`config.mk`:
```
export PLATFORM = sky130hd
export DESIGN_NAME = systolic_mm_ctrl
export DESIGN_NICKNAME = d
export VERILOG_FILES = /design/src/rtl/systolic_pkg.sv /design/src/rtl/systolic_skew_feed.sv /design/src/rtl/systolic_mm_ctrl.sv
export SDC_FILE = /design/constraint.sdc
export NUM_CORES = 1
export LEC_CHECK = 0
export BUFFER_PORTS_ARGS = -buffer_cell sky130_fd_sc_hd__buf_4
export CAP_MARGIN = 20
export CORE_UTILIZATION = 40
export DETAILED_ROUTE_END_ITERATION = 7
export HOLD_SLACK_MARGIN = 0.1
export PLACE_DENSITY_LB_ADDON = 0.12
export SYNTH_ARGS = -nofsm -noshare
export SYNTH_HDL_FRONTEND = slang
export SYNTH_SLANG_ARGS = --single-unit
```
`constraint.sdc`:
```
create_clock -name i_clk -period 15.5 [get_ports i_clk]
set_input_delay 0.775 -clock i_clk [delete_from_list [all_inputs] [get_ports i_clk]]
set_output_delay 0.775 -clock i_clk [all_outputs]
set_load 0.05 [all_outputs]
```
`src/rtl/systolic_pkg.sv`:
```
// Shared constants and state encoding for the 3x3 systolic matrix-multiply sequencer.
package systolic_pkg;
  localparam int N           = 3;
  localparam int NCELLS      = N * N;
  localparam int FEED_CYCLES = 2 * N - 1;

  localparam logic SEL_A = 1'b0;
  localparam logic SEL_B = 1'b1;

  typedef enum logic [2:0] {
    IDLE,
    CLEAR,
    FEED,
    DRAIN,
    CAPTURE
  } state_t;
endpackage

```
`src/rtl/systolic_skew_feed.sv`:
```
// Diagonally skewed edge feeds: row r of A and column c of B enter the array r (or c) cycles late.
module systolic_skew_feed
  import systolic_pkg::*;
#(
  parameter int DATA_WIDTH = 8,
  parameter int TW         = 4
) (
  input  logic                         clk,
  input  logic                         rst,
  input  logic                         feed_en,
  input  logic [TW-1:0]                t,
  input  logic [NCELLS*DATA_WIDTH-1:0] a_flat,
  input  logic [NCELLS*DATA_WIDTH-1:0] b_flat,
  output logic [N*DATA_WIDTH-1:0]      a_feed,
  output logic [N*DATA_WIDTH-1:0]      b_feed
);
  localparam int IW = $clog2(N);

  logic [DATA_WIDTH-1:0] a_m [N][N];
  logic [DATA_WIDTH-1:0] b_m [N][N];

  genvar gi, gj;
  generate
    for (gi = 0; gi < N; gi++) begin : g_row
      for (gj = 0; gj < N; gj++) begin : g_col
        assign a_m[gi][gj] = a_flat[(gi*N + gj)*DATA_WIDTH +: DATA_WIDTH];
        assign b_m[gi][gj] = b_flat[(gi*N + gj)*DATA_WIDTH +: DATA_WIDTH];
      end
    end

    for (gi = 0; gi < N; gi++) begin : g_edge
      logic [TW-1:0]         diff;
      logic                  in_window;
      logic [DATA_WIDTH-1:0] a_next;
      logic [DATA_WIDTH-1:0] b_next;
      logic [DATA_WIDTH-1:0] a_reg;
      logic [DATA_WIDTH-1:0] b_reg;

      // diff is the operand index k this edge presents at feed step t
      assign diff      = t - TW'(gi);
      assign in_window = feed_en && (t >= TW'(gi)) && (diff < TW'(N));

      always_comb begin
        a_next = '0;
        b_next = '0;
        if (in_window) begin
          a_next = a_m[gi][diff[IW-1:0]];
          b_next = b_m[diff[IW-1:0]][gi];
        end
      end

      always_ff @(posedge clk or posedge rst) begin
        if (rst) begin
          a_reg <= '0;
          b_reg <= '0;
        end else begin
          a_reg <= a_next;
          b_reg <= b_next;
        end
      end

      assign a_feed[gi*DATA_WIDTH +: DATA_WIDTH] = a_reg;
      assign b_feed[gi*DATA_WIDTH +: DATA_WIDTH] = b_reg;
    end
  endgenerate
endmodule

```
`src/rtl/systolic_mm_ctrl.sv`:
```
// Sequencer for a 3x3 systolic array: operand storage, clear/feed/drain/capture FSM, result buffer.
module systolic_mm_ctrl
  import systolic_pkg::*;
#(
  parameter int DATA_WIDTH   = 8,
  parameter int DRAIN_CYCLES = 3
) (
  input  logic                    i_clk,
  input  logic                    i_rst,
  input  logic                    i_wr_en,
  input  logic                    i_wr_sel,
  input  logic [3:0]              i_wr_addr,
  input  logic [DATA_WIDTH-1:0]   i_wr_data,
  input  logic                    i_start,
  output logic                    o_busy,
  output logic                    o_done,
  output logic                    o_arr_rst,
  output logic [DATA_WIDTH-1:0]   o_A1,
  output logic [DATA_WIDTH-1:0]   o_A4,
  output logic [DATA_WIDTH-1:0]   o_A7,
  output logic [DATA_WIDTH-1:0]   o_B1,
  output logic [DATA_WIDTH-1:0]   o_B2,
  output logic [DATA_WIDTH-1:0]   o_B3,
  input  logic [2*DATA_WIDTH:0]   i_cell_1,
  input  logic [2*DATA_WIDTH:0]   i_cell_2,
  input  logic [2*DATA_WIDTH:0]   i_cell_3,
  input  logic [2*DATA_WIDTH:0]   i_cell_4,
  input  logic [2*DATA_WIDTH:0]   i_cell_5,
  input  logic [2*DATA_WIDTH:0]   i_cell_6,
  input  logic [2*DATA_WIDTH:0]   i_cell_7,
  input  logic [2*DATA_WIDTH:0]   i_cell_8,
  input  logic [2*DATA_WIDTH:0]   i_cell_9,
  input  logic [3:0]              i_rd_addr,
  output logic [2*DATA_WIDTH:0]   o_rd_data
);
  localparam int RW      = 2 * DATA_WIDTH + 1;
  localparam int CNT_MAX = (FEED_CYCLES > DRAIN_CYCLES) ? FEED_CYCLES : DRAIN_CYCLES;
  localparam int CW      = $clog2(CNT_MAX) + 1;

  state_t                        state_reg, state_next;
  logic [CW-1:0]                 cnt_reg, cnt_next;
  logic                          arr_rst_reg;
  logic                          done_reg;
  logic [RW-1:0]                 rd_data_reg;
  logic                          wr_ok;
  logic [NCELLS*DATA_WIDTH-1:0]  a_flat;
  logic [NCELLS*DATA_WIDTH-1:0]  b_flat;
  logic [N*DATA_WIDTH-1:0]       a_feed;
  logic [N*DATA_WIDTH-1:0]       b_feed;
  logic [NCELLS-1:0][RW-1:0]     cells;
  logic [NCELLS-1:0][RW-1:0]     res_all;

  assign cells = {i_cell_9, i_cell_8, i_cell_7, i_cell_6, i_cell_5,
                  i_cell_4, i_cell_3, i_cell_2, i_cell_1};

  // Operands are frozen while a run is in flight so the feed never sees a torn matrix
  assign wr_ok = (state_reg == IDLE) && i_wr_en && (i_wr_addr < 4'(NCELLS));

  always_ff @(posedge i_clk or posedge i_rst) begin
    if (i_rst) begin
      state_reg   <= IDLE;
      cnt_reg     <= '0;
      arr_rst_reg <= 1'b0;
      done_reg    <= 1'b0;
    end else begin
      state_reg   <= state_next;
      cnt_reg     <= cnt_next;
      arr_rst_reg <= (state_next == CLEAR);
      done_reg    <= (state_reg == CAPTURE);
    end
  end

  always_comb begin
    state_next = state_reg;
    cnt_next   = cnt_reg;
    case (state_reg)
      IDLE: begin
        if (i_start) state_next = CLEAR;
      end
      CLEAR: begin
        state_next = FEED;
        cnt_next   = '0;
      end
      FEED: begin
        if (cnt_reg == CW'(FEED_CYCLES - 1)) begin
          state_next = DRAIN;
          cnt_next   = '0;
        end else begin
          cnt_next = cnt_reg + 1'b1;
        end
      end
      DRAIN: begin
        if (cnt_reg == CW'(DRAIN_CYCLES - 1)) begin
          state_next = CAPTURE;
          cnt_next   = '0;
        end else begin
          cnt_next = cnt_reg + 1'b1;
        end
      end
      CAPTURE: begin
        state_next = IDLE;
      end
      default: begin
        state_next = IDLE;
        cnt_next   = '0;
      end
    endcase
  end

  genvar gi;
  generate
    for (gi = 0; gi < NCELLS; gi++) begin : g_cell
      logic [DATA_WIDTH-1:0] a_reg;
      logic [DATA_WIDTH-1:0] b_reg;
      logic [RW-1:0]         res_reg;

      always_ff @(posedge i_clk or posedge i_rst) begin
        if (i_rst) begin
          a_reg   <= '0;
          b_reg   <= '0;
          res_reg <= '0;
        end else begin
          if (wr_ok && (i_wr_addr == 4'(gi))) begin
            if (i_wr_sel == SEL_A) a_reg <= i_wr_data;
            else                   b_reg <= i_wr_data;
          end
          if (state_reg == CAPTURE) res_reg <= cells[gi];
        end
      end

      assign a_flat[gi*DATA_WIDTH +: DATA_WIDTH] = a_reg;
      assign b_flat[gi*DATA_WIDTH +: DATA_WIDTH] = b_reg;
      assign res_all[gi]                         = res_reg;
    end
  endgenerate

  // Feeds are driven from the next-state view so the registered outputs line up with FEED step t
  systolic_skew_feed #(
    .DATA_WIDTH (DATA_WIDTH),
    .TW         (CW)
  ) u_skew_feed (
    .clk     (i_clk),
    .rst     (i_rst),
    .feed_en (state_next == FEED),
    .t       (cnt_next),
    .a_flat  (a_flat),
    .b_flat  (b_flat),
    .a_feed  (a_feed),
    .b_feed  (b_feed)
  );

  always_ff @(posedge i_clk or posedge i_rst) begin
    if (i_rst) begin
      rd_data_reg <= '0;
    end else begin
      rd_data_reg <= (i_rd_addr < 4'(NCELLS)) ? res_all[i_rd_addr] : '0;
    end
  end

  assign o_busy    = (state_reg != IDLE);
  assign o_done    = done_reg;
  assign o_arr_rst = arr_rst_reg;
  assign o_rd_data = rd_data_reg;
  assign o_A1      = a_feed[0*DATA_WIDTH +: DATA_WIDTH];
  assign o_A4      = a_feed[1*DATA_WIDTH +: DATA_WIDTH];
  assign o_A7      = a_feed[2*DATA_WIDTH +: DATA_WIDTH];
  assign o_B1      = b_feed[0*DATA_WIDTH +: DATA_WIDTH];
  assign o_B2      = b_feed[1*DATA_WIDTH +: DATA_WIDTH];
  assign o_B3      = b_feed[2*DATA_WIDTH +: DATA_WIDTH];
endmodule

```
==> qor.yml, run 1 <==
grt:
  overflow: 0
  grt_pass1_vias: 10860
  grt_usage: 0.203
  grt_max_degree: 109
  grt_pass1_wl_um: 64700
  antenna_found_initial: 1
layout:
  largest_reg_flops: 153
  fin_nets: 1567
  layout-drive-gt1-share: 0.481
  area_growth_pct: 22.2
  final_area_mm2: 0.0199
yosys:
  ys_seq_area_frac: 0.570
  synth_top_area_frac: 0.570
  synthTopCellsByCount: "dfrtp_1, mux2_2, nand3_1"
  synth_most_common_cell: "dfrtp_1"
  syn_area_mm2: 0.0163
  yosysTopAreaCell: "dfrtp_1"
  synth_area_leaders: "dfrtp_1, mux2_2, mux4_2, nand3_1, o21ai_0"
  synthAdderAreaFrac: 0.00768
  synth_top_family_by_area: "multiplexers"
  synth_area_per_cell_um2: 13.9
  synth_compound_area_frac: 0.0588
  synthXorXnorAreaFrac: 0.00207
  yosys.area_share.simple: 0.0719
  async_flop_share: 1.00
  synth_edf_count: 0
  yosys_register_bits: 371
  syn-instance-count: 1169
  ys_warn_count: 0
  synthFlopType: "dfrtp_1"
  muxShareOfSynthArea: 0.264
  synth.distinct_cells: 60
  synth_nets: 1353
worst_setup_path:
  critPathCaptureType: "flip-flop"
  cp-start-kind: "flip-flop"
  arrival_ns: 4.58
  worstSetupPathType: "flip-flop to flip-flop"
  worstPathMaxFanout: 37
  critical_path_required_ns: 15.94
die:
  start_util: 0.408
  dieArea_mm2: 0.0415
  rows: 73
  ios: 242
  die_w_um: 204
  core_area_mm2: 0.0399
  die_h_um: 204
route:
  drt_first_pass_iters: 4
  num_vias: 10413
  ant_nets: 0
  drc: 0
  vias_per_cell: 5.37
  wire_per_inst_um: 21.5
  routed_wl_um: 41600
  drt_iter0_drc: 616
clock_network:
  htreeDepth: 2
  cts_root_buf: "clkbuf_16"
  ctsHoldBuffers: 0
  cts_tree: "done"
  clkTransAtPathRegs_ns: 0.06
  post_cts_buffers: 0
  clock_latency_ns: 0.56
  postCtsResizedCells: 0
  cts_buffers: 42
  clk_path_buf_depth: 3
  cts.sinks: 371
timing:
  rsz0062_at_grt: "false"
  slew_violations: 0
  finalCritPeriodShare: 0.267
  setup_viol: 0
  setup_tns_ns: 0
  max_slew_margin: 0.301
  fin_hold_ws_ns: 0.335
  clock.fmax_mhz: 242
  final.setup.worst_slack_ns: 11.36
  worst_slew_pin_slew_ns: 1.05
  hold_viol: 0
  finClkSkew_ns: 0.0152
  min_period_ns: 4.14
flow_run:
  maxCapViolCount: 0
power_and_ir_drop:
  power.density_mw_per_mm2: 178
  vdd_drop_max_uv: 112
  total_power_mw: 3.55
  p_leak_nw: 8.93
worst_hold_path:
  hold_path.class: "primary input to asynchronous set/reset pin"
placed_design:
  dpl.hpwl_um: 26200
  io_buffer_count: 241
  routabilityCongestion: 0.794
  postPlaceCellArea_mm2: 0.0185
  detailedPlace.worstSlack_ns: 11.38
outcome:
  status: "complete, no violations"
==> layout make-up <==
type                       instances  area, µm²
sequential                       371       9280
tap                              525        657
antenna                            1       2.50
multi-input combinational        701       6600
inverter                          10       45.0
clock inverter                     9       51.3
clock buffer                      65       1320
timing repair buffer             257       1940
fill                            3525      20000
==> critical path, stage by stage, from the launching register on <==
cell	delay [ns]
dfrtp_1	0.42
inv_1	0.17
ha_1	0.17
nor3b_4	0.33
o22ai_1	0.19
a22o_1	0.21
buf_4	0.25
ha_1	1.03
and3_1	0.68
a221oi_1	0.19
nor4_1	0.36
==> where the power goes <==
part           leakage, nW  internal (mW)  switching, mW
Sequential            4.76           1.24          0.139
Clock                0.682          0.584          0.400
Combinational         3.48          0.462          0.723
Total                 8.93           2.28           1.26
==> cell usage in the layout, fill, tap and decap left out, drive strengths merged, types with 6 or more instances in the layout <==
cell,n
a211oi,16
buf,257
dfrtp,371
nor4b,18
clkbuf,65
inv,10
mux4,34
nand3,69
clkinv,8
nor2b,19
mux2i,18
nor2,9
a221oi,14
a21oi,17
a21o,33
nor4,15
mux2,298
nand2,30
ha,10
nor3,6
o21ai,54
==> worst paths after layout <==
kind | startpoint | endpoint | slack (ns) | depth (start not counted)
min in group i_clk | i_cell_8[13] | g_cell[7].res_reg[13] | 0.45 | 2
worst min-delay path | i_rst | g_cell[1].res_reg[11] | 0.34 | 2
max in group asynchronous | i_rst | u_skew_feed.g_edge[2].a_reg[5] | 13.00 | 4
worst max-delay path | cnt_reg[0] | u_skew_feed.g_edge[1].b_reg[6] | 11.36 | 10
worst max register to register | cnt_reg[0] | u_skew_feed.g_edge[1].b_reg[6] | 11.36 | 10
worst min register to register | g_cell[8].res_reg[6] | o_rd_data[6] | 0.47 | 2
==> routing by layer <==
| layer | vias to the layer above | global-route usage | wire (µm) | part of all wire |
|---|---|---|---|---|
| met5 | - | 0 | 0 | 0 |
| li1 | 4740 | - | - | - |
| met2 | 230 | 0.308 | 19300 | 0.46 |
| met3 | 42 | 0.0382 | 2010 | 0.048 |
| met4 | 0 | 0.0628 | 801 | 0.019 |
| met1 | 5401 | 0.294 | 19600 | 0.47 |
==> through the flow <==
step           utilization  cells
2_1_floorplan            -   1169
3_3_place_gp         0.464   1863
3_5_place_dp         0.464   1863
4_1_cts              0.498   1937
5_1_grt              0.499   1939
6_report             0.499   1939
==> cell families (layout without fill, tap and decap cells) <==
| logic type | after synthesis | after routing |
|---|---|---|
| AOI/OAI and AO/OA | 145 | 145 |
| xor gates and xnor gates | 3 | 3 |
| adders and majority gates | 10 | 10 |
| buffers and inverters | 97 | 341 |
| DFF | 371 | 371 |
| muxes | 350 | 350 |
| other | 0 | 1 |
| and+or+nand+nor | 193 | 193 |
Note: power is estimated with default switching activity, not from simulation.
==> inputs of run 2 (changes only) <==
Clock period 15.5 ns to 4 ns, I/O delays scaled along.
==> qor.yml, run 2 (same netlist as run 1, synthesis figures left out) <==
route:
  drc: 0  # unchanged
  ant_nets: 0  # unchanged
  routed_wl_um: 43400  # +4.2%
  drt_first_pass_iters: 5  # +1
  num_vias: 11111  # +6.7%
  drt_iter0_drc: 579  # -6.0%
  vias_per_cell: 5.28  # -1.6%
  wire_per_inst_um: 20.6  # -3.9%
worst_setup_path:
  worstPathMaxFanout: 35  # -5.4%
  critPathMaxStageDelay_ns: 0.65  # -0.38 ns
  critical_path_required_ns: 4.46  # -11.48 ns
  rr_worst_depth: 10  # unchanged
  path_cells: "inv_1 -> ha_1 -> nor3b_4 -> o22ai_1 -> a22o_1 -> buf_4 -> ha_1 -> or3_1 -> or3_1 -> a21oi_1"
  cpMaxStageDelayCell: "or3_1"
  cp-start-kind: "flip-flop"
  worstReg2RegEnd: "u_skew_feed.g_edge[0].a_reg[2]"
  cp_top_family: "simple AND/OR/NAND/NOR gates"
  crit-reg2reg-launch: "cnt_reg[0]"
  r2r_slack_ns: 0.52  # -10.84 ns
  worstSetupPathType: "flip-flop to flip-flop"
  arrival_ns: 3.94  # -0.64 ns
  crit_buf_inv: 2  # unchanged
  critPathCaptureType: "flip-flop"
clock_network:
  post_cts_buffers: 0  # unchanged
  cts_tree: "done"
  clkTransAtPathRegs_ns: 0.06  # about the same
  cts_root_buf: "clkbuf_16"
  postCtsResizedCells: 0  # unchanged
  ctsHoldBuffers: 158  # +158
  cts_buffers: 43  # +2.4%
  clk_path_buf_depth: 3  # unchanged
  cts.sinks: 371  # unchanged
  htreeDepth: 2  # unchanged
  clock_latency_ns: 0.56  # about the same
layout:
  fin_nets: 1732  # +11%
  multi_input_area_mm2: 0.00660  # unchanged
  fillers: 3273  # -7.1%
  fin_util: 0.542  # +0.0433
  area_growth_pct: 32.8
  largest_reg_flops: 153  # unchanged
  register_area_mm2: 0.00928  # unchanged
  layout_common_cells: "dfrtp_1, mux2_2, buf_4"
  layout-drive-gt1-share: 0.435  # -0.0455
  final_common_cell: "dfrtp_1"
outcome:
  status: "complete, no violations"
placed_design:
  dpl.hpwl_um: 26700  # +1.8%
  io_buffer_count: 241  # unchanged
  routabilityCongestion: 0.798  # +0.57%
grt:
  grt_max_degree: 101  # -7.3%
  grt_usage: 0.211  # +0.00801
  overflow: 0  # unchanged
  antenna_found_initial: 1  # unchanged
  grt_pass1_wl_um: 67600  # +4.6%
  grt_pass1_vias: 11396  # +4.9%
die:
  core_area_mm2: 0.0399  # unchanged
  dieArea_mm2: 0.0415  # unchanged
  die_h_um: 204  # unchanged
  rows: 73  # unchanged
  ios: 242  # unchanged
  die_w_um: 204  # unchanged
  start_util: 0.408  # unchanged
power_and_ir_drop:
  vdd_drop_max_uv: 600  # +430%
  power.density_mw_per_mm2: 650  # +260%
  total_power_mw: 14.1  # +300%
  p_leak_nw: 9.66  # +8.2%
worst_hold_path:
  hold_path_depth: 2
  hold_path.class: "primary input to flip-flop"
  min_to: "g_cell[3].a_reg[5]"
  hp-start: "i_wr_data[5]"
timing:
  slew_violations: 0  # unchanged
  min_period_ns: 3.48  # -0.663 ns
  max_slew_margin: 0.428  # +0.127
  finClkSkew_ns: 0.0198  # +0.00459 ns
  fin_hold_ws_ns: 0.134  # -0.201 ns
  worst_slew_pin_slew_ns: 0.857  # -0.192 ns
  finalCritPeriodShare: 0.869  # +0.602
  setup_viol: 0  # unchanged
  clock.fmax_mhz: 288  # +19%
  hold_viol: 0  # unchanged
  rsz0062_at_grt: "false"
flow_run:
  maxCapViolCount: 0  # unchanged
==> run 2: changes by cell type in the layout (fill, tap and decap cells not counted), sizes merged <==
cell         delta
dlygate4sd3   +158
buf             +6
clkbuf          -4
bufinv          +3
clkinv          +2
inv             -1
==> run 2: how the worst max path moves through the flow <==
| stage | start | depth (start not counted) | slack, ns | to |
|---|---|---|---|---|
| after floorplan | i_rst | 1 | -1.18 | cnt_reg[0] |
| after global placement | cnt_reg[0] | 10 | 0.46 | u_skew_feed.g_edge[1].b_reg[7] |
| after detailed placement | cnt_reg[0] | 10 | 0.56 | u_skew_feed.g_edge[0].a_reg[5] |
| after CTS | cnt_reg[0] | 10 | 0.51 | u_skew_feed.g_edge[0].a_reg[2] |
| after global routing | cnt_reg[0] | 10 | 0.26 | u_skew_feed.g_edge[0].a_reg[2] |
| final | cnt_reg[0] | 10 | 0.52 | u_skew_feed.g_edge[0].a_reg[2] |
==> run 2: power breakdown <==
group          internal (mW)  leakage (nW)  switching (mW)  total (mW)
Clock                   2.40         0.709            1.54        3.94
Combinational           1.91          4.19            2.87        4.78
Sequential              4.80          4.76           0.536        5.34
Total                   9.11          9.66            4.95        14.1
==> run 2: final cells by class <==
class | count | area share
tap | 525 | 0.0304
timing repair buffer | 421 | 0.168
sequential | 371 | 0.429
clock buffer | 61 | 0.0590
clock inverter | 13 | 0.00648
inverter | 10 | 0.00191
antenna | 1 | 0.000116
multi-input combinational | 701 | 0.305
==> run 2: layer usage <==
layer | GRT usage | part of all wire | vias up
li1 | - | - | 5070
met1 | 0.308 | 0.46 | 5745
met2 | 0.327 | 0.48 | 246
met3 | 0.0376 | 0.044 | 50
met4 | 0.0465 | 0.016 | 0
met5 | 0 | 0 | -
==> run 2: metrics by stage <==
stage	cell area, µm²	cells	setup slack, ns	TNS (ns)
final	21600	2103	0.524	0
after global routing	21600	2103	0.263	0
after CTS	21600	2102	0.512	0
after detailed placement	18600	1870	0.564	0
after global placement	18600	1869	0.459	0
after floorplan	16300	1169	-1.18	-437.83
==> inputs of run 3 (changes only) <==
Settings changed: RECOVER_POWER set to 100.
==> qor.yml, run 3 (same netlist as run 1, synthesis figures left out) <==
worst_setup_path:
  worstSetupPathType: "flip-flop to flip-flop"
  endpoint: "u_skew_feed.g_edge[1].b_reg[6]"
  crit-reg2reg-launch: "state_reg[2]"
  arrival_ns: 4.09  # +0.15 ns
  critical_path_required_ns: 4.46  # about the same
  cpMaxStageDelayCell: "and3_1"
  critPathMaxStageDelay_ns: 0.62  # -0.03 ns
  rr_worst_depth: 9  # -1
  critPathCaptureType: "flip-flop"
  r2r_slack_ns: 0.37  # -0.16 ns
  path_cells: "buf_4 -> or3b_1 -> o221ai_1 -> nand2_1 -> ha_1 -> clkbuf_2 -> and3_1 -> a221oi_1 -> nor4_1"
  path_depth: 9  # -1
  startpoint: "state_reg[2]"
  worstPathMaxFanout: 34  # -2.9%
  crit_buf_inv: 2  # unchanged
  cp-start-kind: "flip-flop"
  worstReg2RegEnd: "u_skew_feed.g_edge[1].b_reg[6]"
  cp_top_family: "simple AND/OR/NAND/NOR gates"
layout:
  layout_common_cells: "dfrtp_1, mux2_2, buf_4"
  fin_nets: 1732  # unchanged
  final_area_mm2: 0.0212  # -1.9%
  final_cells: 2103  # unchanged
  layout-drive-gt1-share: 0.379  # -0.0558
  largest_reg_flops: 153  # unchanged
  area_growth_pct: 30.4
  final_common_cell: "dfrtp_1"
timing:
  final.setup.worst_slack_ns: 0.365  # -0.159 ns
  hold_viol: 0  # unchanged
  finalCritPeriodShare: 0.909  # +0.0396
  fin_hold_ws_ns: 0.131  # -0.00292 ns
  rsz0062_at_grt: "false"
  setup_viol: 0  # unchanged
  max_slew_margin: -0.177  # -0.605
  slew_violations: 237  # +237
  min_period_ns: 3.63  # +0.159 ns
  worst_slew_pin_slew_ns: 1.77  # +0.908 ns
  clock.fmax_mhz: 275  # -4.4%
  finClkSkew_ns: 0.0214  # +0.00163 ns
placed_design:
  detailedPlace.worstSlack_ns: 0.564  # unchanged
  postPlaceCellArea_mm2: 0.0186  # unchanged
  placedCellCount: 1870  # unchanged
  io_buffer_count: 241  # unchanged
  dpl.hpwl_um: 26700  # unchanged
  routabilityCongestion: 0.798  # unchanged
power_and_ir_drop:
  vdd_drop_max_uv: 586  # -2.3%
  total_power_mw: 13.9  # -1.2%
  p_leak_nw: 9.33  # -3.4%
  p_int_mw: 8.96  # -1.6%
  power.share.clock: 0.284  # +0.004
  seqPwrFrac: 0.384  # +0.004
  switchingPower_mw: 4.93  # -0.40%
  power.density_mw_per_mm2: 655  # +0.73%
  combPwrFrac: 0.332  # -0.008
  swShare: 0.355  # +0.00267
route:
  drc: 0  # unchanged
  drt_iter0_drc: 623  # +7.6%
  wire_per_inst_um: 20.6  # about the same
  ant_nets: 0  # unchanged
  num_vias: 11070  # -0.37%
  routed_wl_um: 43400  # about the same
  vias_per_cell: 5.26  # -0.37%
  drt_first_pass_iters: 5  # unchanged
outcome:
  violations: "capacitance limit, slew limit"
  status: "finished, violations left"
grt:
  grt_usage: 0.211  # unchanged
  grt_pass1_wl_um: 67600  # unchanged
  grt_pass1_vias: 11396  # unchanged
  overflow: 0  # unchanged
  antenna_found_initial: 1  # unchanged
  grt_max_degree: 101  # unchanged
clock_network:
  cts_tree: "done"
  clock_latency_ns: 0.56  # about the same
  htreeDepth: 2  # unchanged
  ctsHoldBuffers: 158  # unchanged
  postCtsResizedCells: 0  # unchanged
  cts.sinks: 371  # unchanged
  clk_path_buf_depth: 3  # unchanged
  clkTransAtPathRegs_ns: 0.06  # about the same
  cts_buffers: 43  # unchanged
  cts_root_buf: "clkbuf_16"
  post_cts_buffers: 0  # unchanged
die:
  dieArea_mm2: 0.0415  # unchanged
  core_area_mm2: 0.0399  # unchanged
  die_h_um: 204  # unchanged
  ios: 242  # unchanged
  start_util: 0.408  # unchanged
  die_w_um: 204  # unchanged
  rows: 73  # unchanged
flow_run:
  maxCapViolCount: 4  # +4
worst_hold_path:
  hold_path.class: "primary input to flip-flop"
==> run 3: layer usage <==
metal / vias to the layer above / share of wire / global-route usage
met2: 230 / 0.48 / 0.327
met4: 0 / 0.015 / 0.0465
met1: 5726 / 0.46 / 0.308
li1: 5064 / - / -
met5: - / 0 / 0
met3: 50 / 0.044 / 0.0376
==> run 3: how the worst min path moves through the flow <==
stage | startpoint | to | slack [ns] | cells after the start
6_report | i_wr_data[5] | g_cell[3].a_reg[5] | 0.13 | 2
5_1_grt | i_wr_data[5] | g_cell[7].b_reg[5] | 0.14 | 2
4_1_cts | i_wr_data[5] | g_cell[3].a_reg[5] | 0.10 | 2
3_5_place_dp | i_rst | o_arr_rst | 0.35 | 2
3_3_place_gp | i_rst | g_cell[1].res_reg[11] | 0.34 | 2
2_1_floorplan | i_start | o_arr_rst | 0.31 | 2
==> run 3: worst register-to-register path, cell delays in order, from the launching register on <==
cell and delay [ns]:
dfrtp_1 0.46, buf_4 0.20, or3b_1 0.40, o221ai_1 0.24
nand2_1 0.24, ha_1 0.34, clkbuf_2 0.53, and3_1 0.64
a221oi_1 0.18, nor4_1 0.31
==> run 3: cell type report <==
type / count / area (µm²)
antenna: 1 / 2.50
inverter: 10 / 38.8
sequential: 371 / 9280
clock inverter: 13 / 140
multi-input combinational: 701 / 6520
clock buffer: 61 / 1280
tap: 525 / 657
timing repair buffer: 421 / 3320
fill: 3359 / 18700
==> run 3: power by group through the flow <==
stage	clock network, mW	registers, mW	logic [mW]
2_1_floorplan	0	5.58	3.06
3_3_place_gp	0	5.37	4.55
3_5_place_dp	0	5.40	4.67
4_1_cts	4.05	5.34	4.82
5_1_grt	4.20	5.48	4.98
6_report	3.94	5.34	4.62
==> run 3: through the flow <==
| stage | setup TNS (ns) | util |
|---|---|---|
| 2_1_floorplan | -437.83 | - |
| 3_3_place_gp | 0 | 0.467 |
| 3_5_place_dp | 0 | 0.467 |
| 4_1_cts | 0 | 0.542 |
| 5_1_grt | 0 | 0.532 |
| 6_report | 0 | 0.532 |
